<file path="src/rtl/pulse_scan_pkg.sv">
// Shared types, constants and the saturating adder for the
// threshold-scan sequencer (pulse_scan_ctrl, scan_result_fifo).
package pulse_scan_pkg;

    localparam int SCAN_DATA_W = 20;
    localparam int SCAN_CNT_W  = 24;
    localparam int SCAN_STEP_W = 5;
    localparam int MIN_SETTLE  = 16;

    typedef enum logic [2:0] {
        ST_IDLE   = 3'd0,
        ST_LOAD   = 3'd1,
        ST_SETTLE = 3'd2,
        ST_COUNT  = 3'd3,
        ST_PUSH   = 3'd4
    } scan_state_e;

    typedef struct packed {
        logic [SCAN_STEP_W-1:0] step;
        logic [SCAN_DATA_W-1:0] thr;
        logic [SCAN_CNT_W-1:0]  count;
    } scan_result_t;

    // Signed add with one guard bit, clamped to the signed range.
    function automatic logic [SCAN_DATA_W-1:0] sat_add(
        input logic [SCAN_DATA_W-1:0] a,
        input logic [SCAN_DATA_W-1:0] b
    );
        logic [SCAN_DATA_W:0] sum;
        sum = {a[SCAN_DATA_W-1], a} + {b[SCAN_DATA_W-1], b};
        if (sum[SCAN_DATA_W] != sum[SCAN_DATA_W-1]) begin
            sat_add = sum[SCAN_DATA_W]
                    ? {1'b1, {(SCAN_DATA_W-1){1'b0}}}
                    : {1'b0, {(SCAN_DATA_W-1){1'b1}}};
        end else begin
            sat_add = sum[SCAN_DATA_W-1:0];
        end
    endfunction

endpackage

</file>
<file path="src/rtl/scan_result_fifo.sv">
// Small synchronous result FIFO with flush; a pop frees space for a
// push in the same cycle. DEPTH must be a power of two (>= 2).
module scan_result_fifo #(
    parameter int WIDTH = 49,
    parameter int DEPTH = 4
) (
    input  logic             clk,
    input  logic             rst_n,
    input  logic             flush,
    input  logic             wr_en,
    input  logic [WIDTH-1:0] wr_data,
    input  logic             rd_en,
    output logic [WIDTH-1:0] rd_data,
    output logic             full,
    output logic             empty
);

    localparam int AW = $clog2(DEPTH);

    logic [AW-1:0]    wr_ptr_q, wr_ptr_d;
    logic [AW-1:0]    rd_ptr_q, rd_ptr_d;
    logic [AW:0]      cnt_q, cnt_d;
    logic [WIDTH-1:0] mem_q [DEPTH];
    logic [WIDTH-1:0] mem_d [DEPTH];
    logic             do_wr;
    logic             do_rd;

    assign full    = (cnt_q == (AW+1)'(DEPTH));
    assign empty   = (cnt_q == '0);
    assign do_rd   = rd_en && !empty;
    assign do_wr   = wr_en && (!full || do_rd);
    assign rd_data = mem_q[rd_ptr_q];

    always_comb begin
        mem_d    = mem_q;
        wr_ptr_d = wr_ptr_q;
        rd_ptr_d = rd_ptr_q;
        cnt_d    = cnt_q;
        if (do_wr) begin
            mem_d[wr_ptr_q] = wr_data;
            wr_ptr_d        = wr_ptr_q + 1'b1;
        end
        if (do_rd) begin
            rd_ptr_d = rd_ptr_q + 1'b1;
        end
        unique case ({do_wr, do_rd})
            2'b10:   cnt_d = cnt_q + 1'b1;
            2'b01:   cnt_d = cnt_q - 1'b1;
            default: cnt_d = cnt_q;
        endcase
        if (flush) begin
            wr_ptr_d = '0;
            rd_ptr_d = '0;
            cnt_d    = '0;
        end
    end

    always_ff @(posedge clk or negedge rst_n) begin
        if (!rst_n) begin
            wr_ptr_q <= '0;
            rd_ptr_q <= '0;
            cnt_q    <= '0;
            for (int i = 0; i < DEPTH; i++) begin
                mem_q[i] <= '0;
            end
        end else begin
            wr_ptr_q <= wr_ptr_d;
            rd_ptr_q <= rd_ptr_d;
            cnt_q    <= cnt_d;
            mem_q    <= mem_d;
        end
    end

endmodule

</file>
<file path="src/rtl/pulse_scan_ctrl.sv">
// Threshold-scan sequencer: ramps diff_threshold, gates the counter per
// step and queues results. Build option: SCAN_DISCARD_FIRST_EN.
module pulse_scan_ctrl
    import pulse_scan_pkg::*;
#(
    parameter int DATA_WIDTH    = SCAN_DATA_W,
    parameter int COUNTER_WIDTH = SCAN_CNT_W,
    parameter int STEP_W        = SCAN_STEP_W,
    parameter int FIFO_DEPTH    = 4
) (
    input  logic                     clk,
    input  logic                     rst_n,
    input  logic                     start,
    input  logic                     abort,
    input  logic [DATA_WIDTH-1:0]    cfg_thr_start,
    input  logic [DATA_WIDTH-1:0]    cfg_thr_step,
    input  logic [DATA_WIDTH-1:0]    cfg_abs_thr,
    input  logic [STEP_W-1:0]        cfg_num_steps,
    input  logic [23:0]              cfg_window,
    input  logic [7:0]               cfg_settle,
    output logic [DATA_WIDTH-1:0]    diff_threshold,
    output logic [DATA_WIDTH-1:0]    abs_threshold,
    output logic [23:0]              window_cycles,
    output logic                     count_enable,
    input  logic [COUNTER_WIDTH-1:0] cnt_pulse_count,
    input  logic                     cnt_count_valid,
    output logic                     res_valid,
    input  logic                     res_ready,
    output logic [STEP_W-1:0]        res_step,
    output logic [DATA_WIDTH-1:0]    res_thr,
    output logic [COUNTER_WIDTH-1:0] res_count,
    output logic                     busy,
    output logic                     done
);

`ifdef SCAN_DISCARD_FIRST_EN
    localparam logic DISCARD_FIRST = 1'b1;
`else
    localparam logic DISCARD_FIRST = 1'b0;
`endif

    scan_state_e               state_q, state_d;
    logic [STEP_W-1:0]         step_q, step_d;
    logic [STEP_W-1:0]         last_q, last_d;
    logic [DATA_WIDTH-1:0]     thr_q, thr_d;
    logic [DATA_WIDTH-1:0]     inc_q, inc_d;
    logic [DATA_WIDTH-1:0]     abs_q, abs_d;
    logic [23:0]               win_q, win_d;
    logic [7:0]                settle_q, settle_d;
    logic [7:0]                wait_q, wait_d;
    logic [COUNTER_WIDTH-1:0]  count_q, count_d;
    logic                      ce_q, ce_d;
    logic                      done_q, done_d;
    logic                      discard_q, discard_d;
    logic [DATA_WIDTH-1:0]     diff_out_q, diff_out_d;
    logic [DATA_WIDTH-1:0]     abs_out_q, abs_out_d;
    logic [23:0]               win_out_q, win_out_d;

    logic                      push;
    logic                      pop;
    logic                      fifo_full;
    logic                      fifo_empty;
    logic                      fifo_space;
    scan_result_t              wr_entry;
    scan_result_t              rd_entry;

    assign pop        = !fifo_empty && res_ready;
    assign fifo_space = !fifo_full || pop;
    assign wr_entry   = '{step: step_q, thr: thr_q, count: count_q};

    always_comb begin
        state_d    = state_q;
        step_d     = step_q;
        last_d     = last_q;
        thr_d      = thr_q;
        inc_d      = inc_q;
        abs_d      = abs_q;
        win_d      = win_q;
        settle_d   = settle_q;
        wait_d     = wait_q;
        count_d    = count_q;
        ce_d       = ce_q;
        discard_d  = discard_q;
        diff_out_d = diff_out_q;
        abs_out_d  = abs_out_q;
        win_out_d  = win_out_q;
        done_d     = 1'b0;
        push       = 1'b0;
        unique case (state_q)
            ST_IDLE: begin
                if (start) begin
                    state_d  = ST_LOAD;
                    step_d   = '0;
                    thr_d    = cfg_thr_start;
                    inc_d    = cfg_thr_step;
                    abs_d    = cfg_abs_thr;
                    win_d    = cfg_window;
                    settle_d = (cfg_settle < 8'(MIN_SETTLE))
                             ? 8'(MIN_SETTLE) : cfg_settle;
                    last_d   = (cfg_num_steps == '0)
                             ? '0 : cfg_num_steps - 1'b1;
                end
            end
            ST_LOAD: begin
                diff_out_d = thr_q;
                abs_out_d  = abs_q;
                win_out_d  = win_q;
                wait_d     = settle_q - 8'd1;
                state_d    = ST_SETTLE;
            end
            ST_SETTLE: begin
                if (wait_q == '0) begin
                    state_d   = ST_COUNT;
                    ce_d      = 1'b1;
                    discard_d = DISCARD_FIRST;
                end else begin
                    wait_d = wait_q - 8'd1;
                end
            end
            ST_COUNT: begin
                if (cnt_count_valid) begin
                    if (discard_q) begin
                        discard_d = 1'b0;
                    end else begin
                        count_d = cnt_pulse_count;
                        ce_d    = 1'b0;
                        state_d = ST_PUSH;
                    end
                end
            end
            ST_PUSH: begin
                if (fifo_space) begin
                    push = 1'b1;
                    if (step_q == last_q) begin
                        done_d  = 1'b1;
                        state_d = ST_IDLE;
                    end else begin
                        step_d  = step_q + 1'b1;
                        thr_d   = sat_add(thr_q, inc_q);
                        state_d = ST_LOAD;
                    end
                end
            end
            default: state_d = ST_IDLE;
        endcase
        // Abort overrides everything, including a same-cycle start.
        if (abort) begin
            state_d = ST_IDLE;
            ce_d    = 1'b0;
            done_d  = 1'b0;
            push    = 1'b0;
        end
    end

    always_ff @(posedge clk or negedge rst_n) begin
        if (!rst_n) begin
            state_q    <= ST_IDLE;
            step_q     <= '0;
            last_q     <= '0;
            thr_q      <= '0;
            inc_q      <= '0;
            abs_q      <= '0;
            win_q      <= '0;
            settle_q   <= '0;
            wait_q     <= '0;
            count_q    <= '0;
            ce_q       <= 1'b0;
            done_q     <= 1'b0;
            discard_q  <= 1'b0;
            diff_out_q <= '0;
            abs_out_q  <= '0;
            win_out_q  <= '0;
        end else begin
            state_q    <= state_d;
            step_q     <= step_d;
            last_q     <= last_d;
            thr_q      <= thr_d;
            inc_q      <= inc_d;
            abs_q      <= abs_d;
            win_q      <= win_d;
            settle_q   <= settle_d;
            wait_q     <= wait_d;
            count_q    <= count_d;
            ce_q       <= ce_d;
            done_q     <= done_d;
            discard_q  <= discard_d;
            diff_out_q <= diff_out_d;
            abs_out_q  <= abs_out_d;
            win_out_q  <= win_out_d;
        end
    end

    scan_result_fifo #(
        .WIDTH ($bits(scan_result_t)),
        .DEPTH (FIFO_DEPTH)
    ) u_fifo (
        .clk     (clk),
        .rst_n   (rst_n),
        .flush   (abort),
        .wr_en   (push),
        .wr_data (wr_entry),
        .rd_en   (res_ready),
        .rd_data (rd_entry),
        .full    (fifo_full),
        .empty   (fifo_empty)
    );

    assign diff_threshold = diff_out_q;
    assign abs_threshold  = abs_out_q;
    assign window_cycles  = win_out_q;
    assign count_enable   = ce_q;
    assign busy           = (state_q != ST_IDLE);
    assign done           = done_q;
    assign res_valid      = !fifo_empty;
    assign res_step       = rd_entry.step;
    assign res_thr        = rd_entry.thr;
    assign res_count      = rd_entry.count;

endmodule

</file>
<file path="config.mk">
export PLATFORM = sky130hd
export DESIGN_NAME = pulse_scan_ctrl
export DESIGN_NICKNAME = d
export VERILOG_FILES = /design/src/rtl/pulse_scan_pkg.sv /design/src/rtl/scan_result_fifo.sv /design/src/rtl/pulse_scan_ctrl.sv
export SDC_FILE = /design/constraint.sdc
export NUM_CORES = 1
export LEC_CHECK = 0
export CAP_MARGIN = 20
export CORE_UTILIZATION = 45
export CTS_BUF_LIST = sky130_fd_sc_hd__clkbuf_4 sky130_fd_sc_hd__clkbuf_8 sky130_fd_sc_hd__clkbuf_16
export DETAILED_ROUTE_END_ITERATION = 8
export GPL_TIMING_DRIVEN = 0
export PLACE_DENSITY = 0.7
export SLEW_MARGIN = 10
export SYNTH_ARGS = -nofsm -noshare
export SYNTH_HDL_FRONTEND = slang
export SYNTH_SLANG_ARGS = --single-unit
</file>
<file path="constraint.sdc">
create_clock -name clk -period 6.2 [get_ports clk]
set_clock_uncertainty 0.05 [all_clocks]
set_input_delay 0.62 -clock clk [delete_from_list [all_inputs] [get_ports clk]]
set_output_delay 0.62 -clock clk [all_outputs]
set_load 0.1 [all_outputs]
</file>
Yosys cells after proc, flatten, opt, wreduce, memory -nomap -nowiden --
Index checks and enable logic that the tools add are counted.
Operators by class: add/sub/neg operators 9, $lt $le $gt $ge 4, eq/ne operators 20, muxes and demuxes 49, bitwise logic cells 3, reductions and logical operators 25
Operators with widths (number):
- 196-bit bitwise mux | 1
- 49-bit 2-to-1 mux | 3
- 20-bit 2-to-1 mux | 5
- 49-bit binary-select mux with 2-bit select | 1
- 49-bit demux with 2-bit select | 1
- 20-bit one-hot mux with 2 select lines | 1
- 20-bit by 20-bit adder with 21-bit output | 1
- 3-bit 2-to-1 mux | 7
- 5-bit 2-to-1 mux | 4
- 8-bit 2-to-1 mux | 2
- 8-bit one-hot mux with 2 select lines | 1
- 8-bit by 1-bit subtractor with 8-bit output (second input constant) | 2
- 3-bit != test (second input constant) | 5
- 3-bit one-hot mux with 5 select lines | 1
- 1-bit 2-to-1 mux | 14
- 2-bit != test (second input constant) | 6
- 5-bit one-hot mux with 2 select lines | 1
- 2-bit nonzero test | 5
- 3-bit nonzero test | 3
- 8-bit logical NOT | 1
- 8-bit by 5-bit < comparator with 1-bit output (second input constant) | 1
- 2-bit 2-to-1 mux | 4
- 4-bit AND reduction | 2
- 3-bit by 2-bit == test with 1-bit output (second input constant) | 2
- other kinds (25) | 36
Storage, ports and cells: register bits 407, input bits 127, output and inout bits 117

Longest topological paths before layout --
Gate-level depths: netlist of run 1.
depth in word-level cells 11, depth in mapped cells 12, gate-level depth less buffers 11

Hierarchy --
Synthesis of run 1 repeated with hierarchy kept, for this count alone.
Second synthesis, totals: cells, all modules 1567, area, all modules 18455.2 um^2
Modules (own cells, without submodules):
- pulse_scan_ctrl | instances 1, cells each 1027, area an instance 9407.8 um^2, seq. area each 5079.9 um^2
- scan_result_fifo | instances 1, cells each 540, area an instance 9047.4 um^2, seq. area each 5079.9 um^2

Worst setup path after synthesis of run 1 --
No wires, ideal clock.
path kind register -> register, from register thr_q[0], to register thr_q[2], arrival time 2.413 ns, required time 6.073 ns, path slack 3.659 ns, cell stages (with the launch flop) 13, buffers on the path 1, period minus slack after synthesis 2.541 ns, path through dfrtp_1 ha_1 inv_1 fa_1 nand2b_1 a21o_1 a31oi_1 a211o_1 a21oi_4 o2bb2ai_2 nor3_4 buf_6 a21oi_1
On the way: longest elaborated chain between the ends 6, elaborated cells between the ends (all ways) 7, those cells by class add/sub: 1; eq/ne: 1; mux: 5
RTL lines:
- start, declared | line pulse_scan_ctrl.sv:45 | logic [DATA_WIDTH-1:0] thr_q, thr_d;
- start signal, assigned | line pulse_scan_ctrl.sv:177 | thr_q <= thr_d;
- 20-bit by 20-bit adder with 21-bit output (*) | line pulse_scan_pkg.sv:30 | sum = {a[SCAN_DATA_W-1], a} + {b[SCAN_DATA_W-1], b};
- 20-bit 2-to-1 mux or 1-bit != test (tied branches) | line pulse_scan_pkg.sv:33, pulse_scan_pkg.sv:31
- 20-bit 2-to-1 mux (*) | line pulse_scan_pkg.sv:31 | if (sum[SCAN_DATA_W] != sum[SCAN_DATA_W-1]) begin
- 20-bit 2-to-1 mux (*) | line pulse_scan_ctrl.sv:134 | if (step_q == last_q) begin
- 20-bit 2-to-1 mux (*) | line pulse_scan_ctrl.sv:132 | if (fifo_space) begin
- 20-bit one-hot mux with 2 select lines (*) | line pulse_scan_ctrl.sv:89 | unique case (state_q)
Mark *: on every way between the ends. The rest lies on a longest branch, timed or not. The select of a mux whose other input is x is not followed. A chain may end at the register's enable or synchronous reset.

Worst setup path after layout of run 1 --
from register u_fifo.rd_ptr_q[0], to output port res_thr[18]
On the way: longest elaborated chain between the ends 4
RTL lines:
- start, declared | line scan_result_fifo.sv:21 | logic [AW-1:0] rd_ptr_q, rd_ptr_d;
- start signal, assigned | line scan_result_fifo.sv:68 | rd_ptr_q <= rd_ptr_d;
- 2-bit NOT with 3-bit output (not written as such) | line scan_result_fifo.sv:32 | assign rd_data = mem_q[rd_ptr_q];
- 49-bit binary-select mux with 2-bit select | line scan_result_fifo.sv:32
- 49-bit 2-to-1 mux (not written as such) (2 in a row) | line scan_result_fifo.sv:32
- end, declared | line pulse_scan_ctrl.sv:30 | output logic [DATA_WIDTH-1:0] res_thr,
No other way between the ends. The select of a mux whose other input is x is not followed.

==> flow_summary.yaml, run 1 <==
run_status:
  status: "finished, final reports clean"
logic_synthesis:
  synth-seq-cells: 406
  synth.avg_cell_area_um2: 11.5
  synth_area_leader_cell: "dfrtp_1"
  synth_area_um2: 18400
  ys_seq_area_frac: 0.553
  synthCells: 1593
  synth_warnings: 0
  synthArstFlopShare: 1.00
  synth.area.top_cells: "dfrtp_1 (55%), mux2_2 (14%), nand2_1 (9.3%)"
  synth_ff_type: "dfrtp_1"
  netlist.area_leader.share: 0.553
  synth_cell_types: 65
  synth_edf_count: 0
  synth_fp_nets: 1749
worst_setup_path:
  critPathMaxStageDelay_ns: 1.02
  cp_cell_sequence: "clkbuf_1, buf_1, mux4_2, clkdlybuf4s50_1"
  regToRegStartpoint: "thr_q[0]"
  crit_type: "register to primary output"
  crit_path_end_kind: "primary output"
  crit_path_start_kind: "register"
  slowest_stage: "clkdlybuf4s50_1"
  worstPathRequired_ns: 5.53
  crit_start: "u_fifo.rd_ptr_q[0]"
  crit_arrival_ns: 3.49
  worstPathMaxFanout: 10
floorplanning:
  die_h_um: 204
  core_um2: 40000
  die_area_um2: 41600
  rows: 73
  io_pins: 244
  die_w_um: 204
  initial_core_util: 0.459
global_routing:
  grt_pass1_vias: 13641
  antenna_found_initial: 2
  grtUsageTotal: 0.233
  grt_pass1_wl_um: 75100
  grt_overflow: 0
  grt_start_max_net_pins: 118
timing:
  finalHoldViolations: 0
  timing.slew.headroom: 0.277
  setup_viol: 0
  post-route-period-util: 0.671
  rsz0062_at_grt: "no"
  drv_slew: 0
  fmax_mhz: 240
  tightest_slew_ns: 1.08
  hold_ws_ns: 0.417
  finalWorstPathRequiredPeriod_ns: 4.16
worst_hold_path:
  hp-class: "register to register"
  min_from: "abs_q[14]"
detailed_routing:
  drt_iter0_markers: 626
  wirelength_um: 47100
  drtAntennaViolNets: 0
  vias: 13035
  wl_per_cell_um: 19.2
  avgViaCountPerCell: 5.32
  route.detailed.drc: 0
  firstDrtPassIters: 5
cts:
  htree_levels: 2
  clock_latency_ns: 0.57
  cts.clk_slew.worst_paths_ns: 0.06
  cts_max_path_buffers: 3
  root_buffer: "clkbuf_16"
  cts_sinks: 406
  cts_resized: 0
  cts_tree: "yes"
  cts_made_buffers: 44
placed_design:
  place_area_um2: 21600
  dpl.hpwl_um: 33100
  gp_congestion: 0.883
  place.port_buffers: 243
layout:
  final_design_area_no_fill_um2: 23100
  final_common_cell: "nand2_1"
  n_fill_cell: 3396
  fin_util: 0.578
  layout_common_cells: "nand2_1 (453), dfrtp_1 (406), clkdlybuf4s50_1 (242), mux2_2 (221)"
  nNetsFinal: 2043
  drive_gt1_frac: 0.212
  area_delta_synth_final_pct: 26.0
power:
  ir_worst_vdd_v: 0.000375
  power_density_nw_per_um2: 592
  power_w: 0.0137
  p_leak_nw: 10.9
job:
  max_cap_viol_count: 0
-- report_power, final --
part / switching [W] / internal, W
sequential: 0.000661 / 0.00344
combinational: 0.00474 / 0.00206
clock: 0.00106 / 0.00172
total: 0.00646 / 0.00723
-- cells by family after synthesis --
kind of cell / Yosys count / share of synthesized area
AO/OA/AOI/OAI: 151 / 0.0520
XOR/XNOR: 28 / 0.0134
adder cells (fa/ha/maj): 29 / 0.0206
buffers and inverters: 101 / 0.0248
flip-flops: 406 / 0.553
multiplexers: 277 / 0.200
AND/OR/NAND/NOR: 601 / 0.136
-- per-layer routing --
metal  wire (µm)  vias up  global-route usage
met3        4020       88              0.0821
met4        1110        2              0.0674
met2       22000      367               0.374
met1       20000     6513               0.298
met5          11        -                   0
li1            -     6065                   -
-- stage by stage --
stage | TNS [ns] | std cells | setup slack, ns
after floorplan | 0 | 1593 | 3.66
after global placement | -5266.54 | 2361 | -13.01
after detailed placement | 0 | 2365 | 2.54
after CTS | 0 | 2447 | 1.91
after global routing | 0 | 2447 | 1.76
final | 0 | 2448 | 2.04
-- what timing repair did --
action,in CTS,in global routing
buffers inserted,0,0
hold endpoints to repair,70,0
hold buffers,1,0
-- final timing paths --
| check | endpoint | slack [ns] | cells after the start |
|---|---|---|---|
| worst max-delay path | res_thr[18] | 2.04 | 4 |
| worst min-delay path | abs_threshold[14] | 0.42 | 2 |
| worst max register to register | thr_q[11] | 3.00 | 12 |
| worst min register to register | abs_threshold[14] | 0.42 | 2 |
| max in group asynchronous | abs_threshold[9] | 4.02 | 5 |
| min in group asynchronous | diff_threshold[11] | 0.55 | 2 |
-- state kept, by name, summed over array words and instances (netlist names), 5 cells and up --
register,count
thr_q,20
step_q,5
diff_threshold,20
settle_q,8
window_cycles,24
u_fifo.mem_q,196
inc_q,20
abs_threshold,20
abs_q,20
last_q,5
count_q,24
wait_q,8
win_q,24
-- final cells by class --
cell class              count  area [µm²]  share of cell area
clock inverters            13         200             0.00865
multi-input cells        1086        7740               0.335
plain buffers              91         418              0.0181
well taps                 525         657              0.0284
flip-flops and latches    406       10200               0.439
clock buffers              68        1360              0.0588
inverters                  10        37.5             0.00162
repair buffers            248        2560               0.111
diodes                      1        2.50            0.000108
-- Yosys cell counts, types with 10 or more instances --
master and n:
nand2_1 453, nor3_1 17, inv_1 10, o21ai_0 43, nor2_1 52, buf_2 24, ha_1 27, a21oi_1 45
or3_1 13, dfrtp_1 406, mux2_2 221, clkbuf_1 52, nand3_1 18, xnor2_1 16, xor2_1 12, mux4_2 49
-- worst max-delay path, delay by kind of cell (launching register included) --
kind     cells  cell delay (ns)
flops        1             0.31
mux          1             0.60
buf+inv      3             1.99
Note: power is estimated with default switching activity, not from simulation.
==> run 2: changes to the inputs <==
==> constraint.sdc (replaced) <==
create_clock -name clk -period 3.95 [get_ports clk]
set_clock_uncertainty 0.05 [all_clocks]
set_input_delay 0.395 -clock clk [delete_from_list [all_inputs] [get_ports clk]]
set_output_delay 0.395 -clock clk [all_outputs]
set_load 0.1 [all_outputs]
==> run 2 against run 1 <==
Against the previous run: worst hold slack worse by 0.12 ns; critical path type unchanged; sequential share of layout area barely moved; cell count hardly changed; count of clock-buffer cells in the layout unchanged; largest power group unchanged; critical endpoint is now res_thr[0]; via count is essentially flat; routed wire length about the same; sequential cell count stayed put; setup slack lost 1.8 ns.
==> flow_summary.yaml, run 2 (same netlist as run 1, synthesis figures left out) <==
power:
  combPwrFrac: 0.497
  switching_share: 0.473
  power_switching_w: 0.0102
  ir_worst_vdd_v: 0.000588
  p_leak_nw: 10.9
  pwr-share-clk: 0.203
  p_seq_frac: 0.300
  power_w: 0.0215
  internal_power_w: 0.0113
  power_density_nw_per_um2: 928
layout:
  final_common_cell: "nand2_1"
  largest_reg_flops: 196
  nNetsFinal: 2043
  n_fill_cell: 3398
  drive_gt1_frac: 0.212
  layout_common_cells: "nand2_1 (453), dfrtp_1 (406), clkdlybuf4s50_1 (234), mux2_2 (221)"
  final_design_area_no_fill_um2: 23100
  area_delta_synth_final_pct: 26.0
  seqCellArea_um2: 10200
  top_register: "u_fifo.mem_q"
  multi_input_area_um2: 7740
placed_design:
  place_area_um2: 21600
  place.port_buffers: 243
  dpl.hpwl_um: 33100
  gp_congestion: 0.883
floorplanning:
  initial_core_util: 0.459
  rows: 73
  die_w_um: 204
  die_area_um2: 41600
  core_um2: 40000
  io_pins: 244
  die_h_um: 204
worst_setup_path:
  crit_path_start_kind: "register"
  crit_path_end_kind: "primary output"
  regToRegStartpoint: "thr_q[0]"
  rr_worst_depth: 12
  slowest_stage: "clkdlybuf4s50_1"
  cp_cell_sequence: "clkbuf_1, buf_2, mux4_2, clkdlybuf4s50_1"
  crit_arrival_ns: 3.23
  crit_type: "register to primary output"
  worstPathMaxFanout: 10
  ff2ff_setup_slack_ns: 0.75
  cp_top_family: "buffers and inverters"
  critPathMaxStageDelay_ns: 0.99
  reg2reg_to: "thr_q[11]"
  cp_num_buf_inv: 3
  worstPathRequired_ns: 3.50
detailed_routing:
  dr_wl_met2_um: 21900
  avgViaCountPerCell: 5.32
  drtAntennaViolNets: 0
  route.top_layer_used: "met5"
  vias: 13038
  met3_length_um: 3950
  wl_per_cell_um: 19.2
  route.detailed.drc: 0
  wirelength_um: 47100
  firstDrtPassIters: 7
  drt_iter0_markers: 653
  wl_met1_um: 20100
worst_hold_path:
  min_from: "cfg_window[3]"
  holdPathEnd: "win_q[3]"
  min_path_cells: 3
  hp-class: "input pin to register"
cts:
  htree_levels: 2
  cts_made_buffers: 44
  cts.clk_slew.worst_paths_ns: 0.06
  cts_sinks: 406
  cts_max_path_buffers: 3
  root_buffer: "clkbuf_16"
  cts_tree: "yes"
  clock_latency_ns: 0.57
run_status:
  status: "finished, final reports clean"
timing:
  rsz0062_at_grt: "no"
  finalHoldViolations: 0
  post-route-period-util: 0.929
  fmax_mhz: 272
  tightest_slew_ns: 1.08
  drv_slew: 0
  finalWorstPathRequiredPeriod_ns: 3.67
  setup_viol: 0
  timing.slew.headroom: 0.277
global_routing:
  antenna_found_initial: 2
  grt_overflow: 0
  grt_pass1_vias: 13644
  grt_pass1_wl_um: 75100
  grtUsageTotal: 0.234
  grt_start_max_net_pins: 118
job:
  max_cap_viol_count: 0
[run 2: changes by cell type in the layout (fill, tap and decap cells not counted), sizes merged]
| cell | change |
|---|---|
| buf | -1 |
| clkdlybuf4s15 | +1 |
| clkdlybuf4s50 | -8 |
| diode | +1 |
| dlygate4sd2 | +8 |
[run 2: worst max path at each step]
stage,endpoint,cells after the start,startpoint,slack (ns)
finish,res_thr[0],4,u_fifo.rd_ptr_q[0],0.28
global placement,abs_q[6],1,rst_n,-15.04
floorplan,thr_q[2],12,thr_q[0],1.41
detailed placement,res_step[0],4,u_fifo.rd_ptr_q[0],0.51
global route,res_thr[18],4,u_fifo.rd_ptr_q[0],0.09
CTS,res_step[2],4,u_fifo.rd_ptr_q[1],0.20
[run 2: power groups by stage]
stage | logic, W | registers (W) | clock network, W
3_3_place_gp | 0.0106 | 0.00643 | 0
4_1_cts | 0.0107 | 0.00644 | 0.00446
6_report | 0.0107 | 0.00644 | 0.00436
2_1_floorplan | 0.00618 | 0.00814 | 0
3_5_place_dp | 0.0107 | 0.00648 | 0
5_1_grt | 0.0114 | 0.00661 | 0.00462
[run 2: layout make-up]
class | instances | area share
Tap cell | 525 | 0.0284
Clock inverter | 13 | 0.00865
Antenna cell | 2 | 0.000216
Timing Repair Buffer | 248 | 0.110
Clock buffer | 68 | 0.0588
Multi-Input combinational cell | 1086 | 0.335
Buffer | 91 | 0.0183
Sequential cell | 406 | 0.439
Inverter | 10 | 0.00162
[run 2: metrics by stage]
stage / TNS [ns] / util / worst slack (ns) / hold WS (ns) / instances
2_1_floorplan: 0 / - / 1.41 / 0.0494 / 1593
3_3_place_gp: -6088.69 / 0.536 / -15.04 / 0.396 / 2361
3_5_place_dp: 0 / 0.539 / 0.510 / 0.333 / 2365
4_1_cts: 0 / 0.578 / 0.197 / 0.274 / 2447
5_1_grt: 0 / 0.578 / 0.0872 / 0.300 / 2447
6_report: 0 / 0.578 / 0.279 / 0.301 / 2449
[run 2: metal layers]
metal / GRT usage / up-vias
met5: 0 / -
met4: 0.0674 / 2
met3: 0.0821 / 82
met2: 0.374 / 360
met1: 0.299 / 6523
li1: - / 6071
[run 2: worst min-delay path, delay by kind of cell]
kind	cells	cell delay (ns)
buffers and inverters	1	0.39
and+or+nand+nor	2	0.09
[run 2: repair_timing]
| item | 4_1_cts | 5_1_grt |
|---|---|---|
| setup endpoints to repair | 8 | 0 |
| setup buffers | 0 | 0 |
| gates resized for setup | 9 | 0 |
| hold buffers | 1 | 0 |
| endpoints found under the hold margin | 70 | 0 |
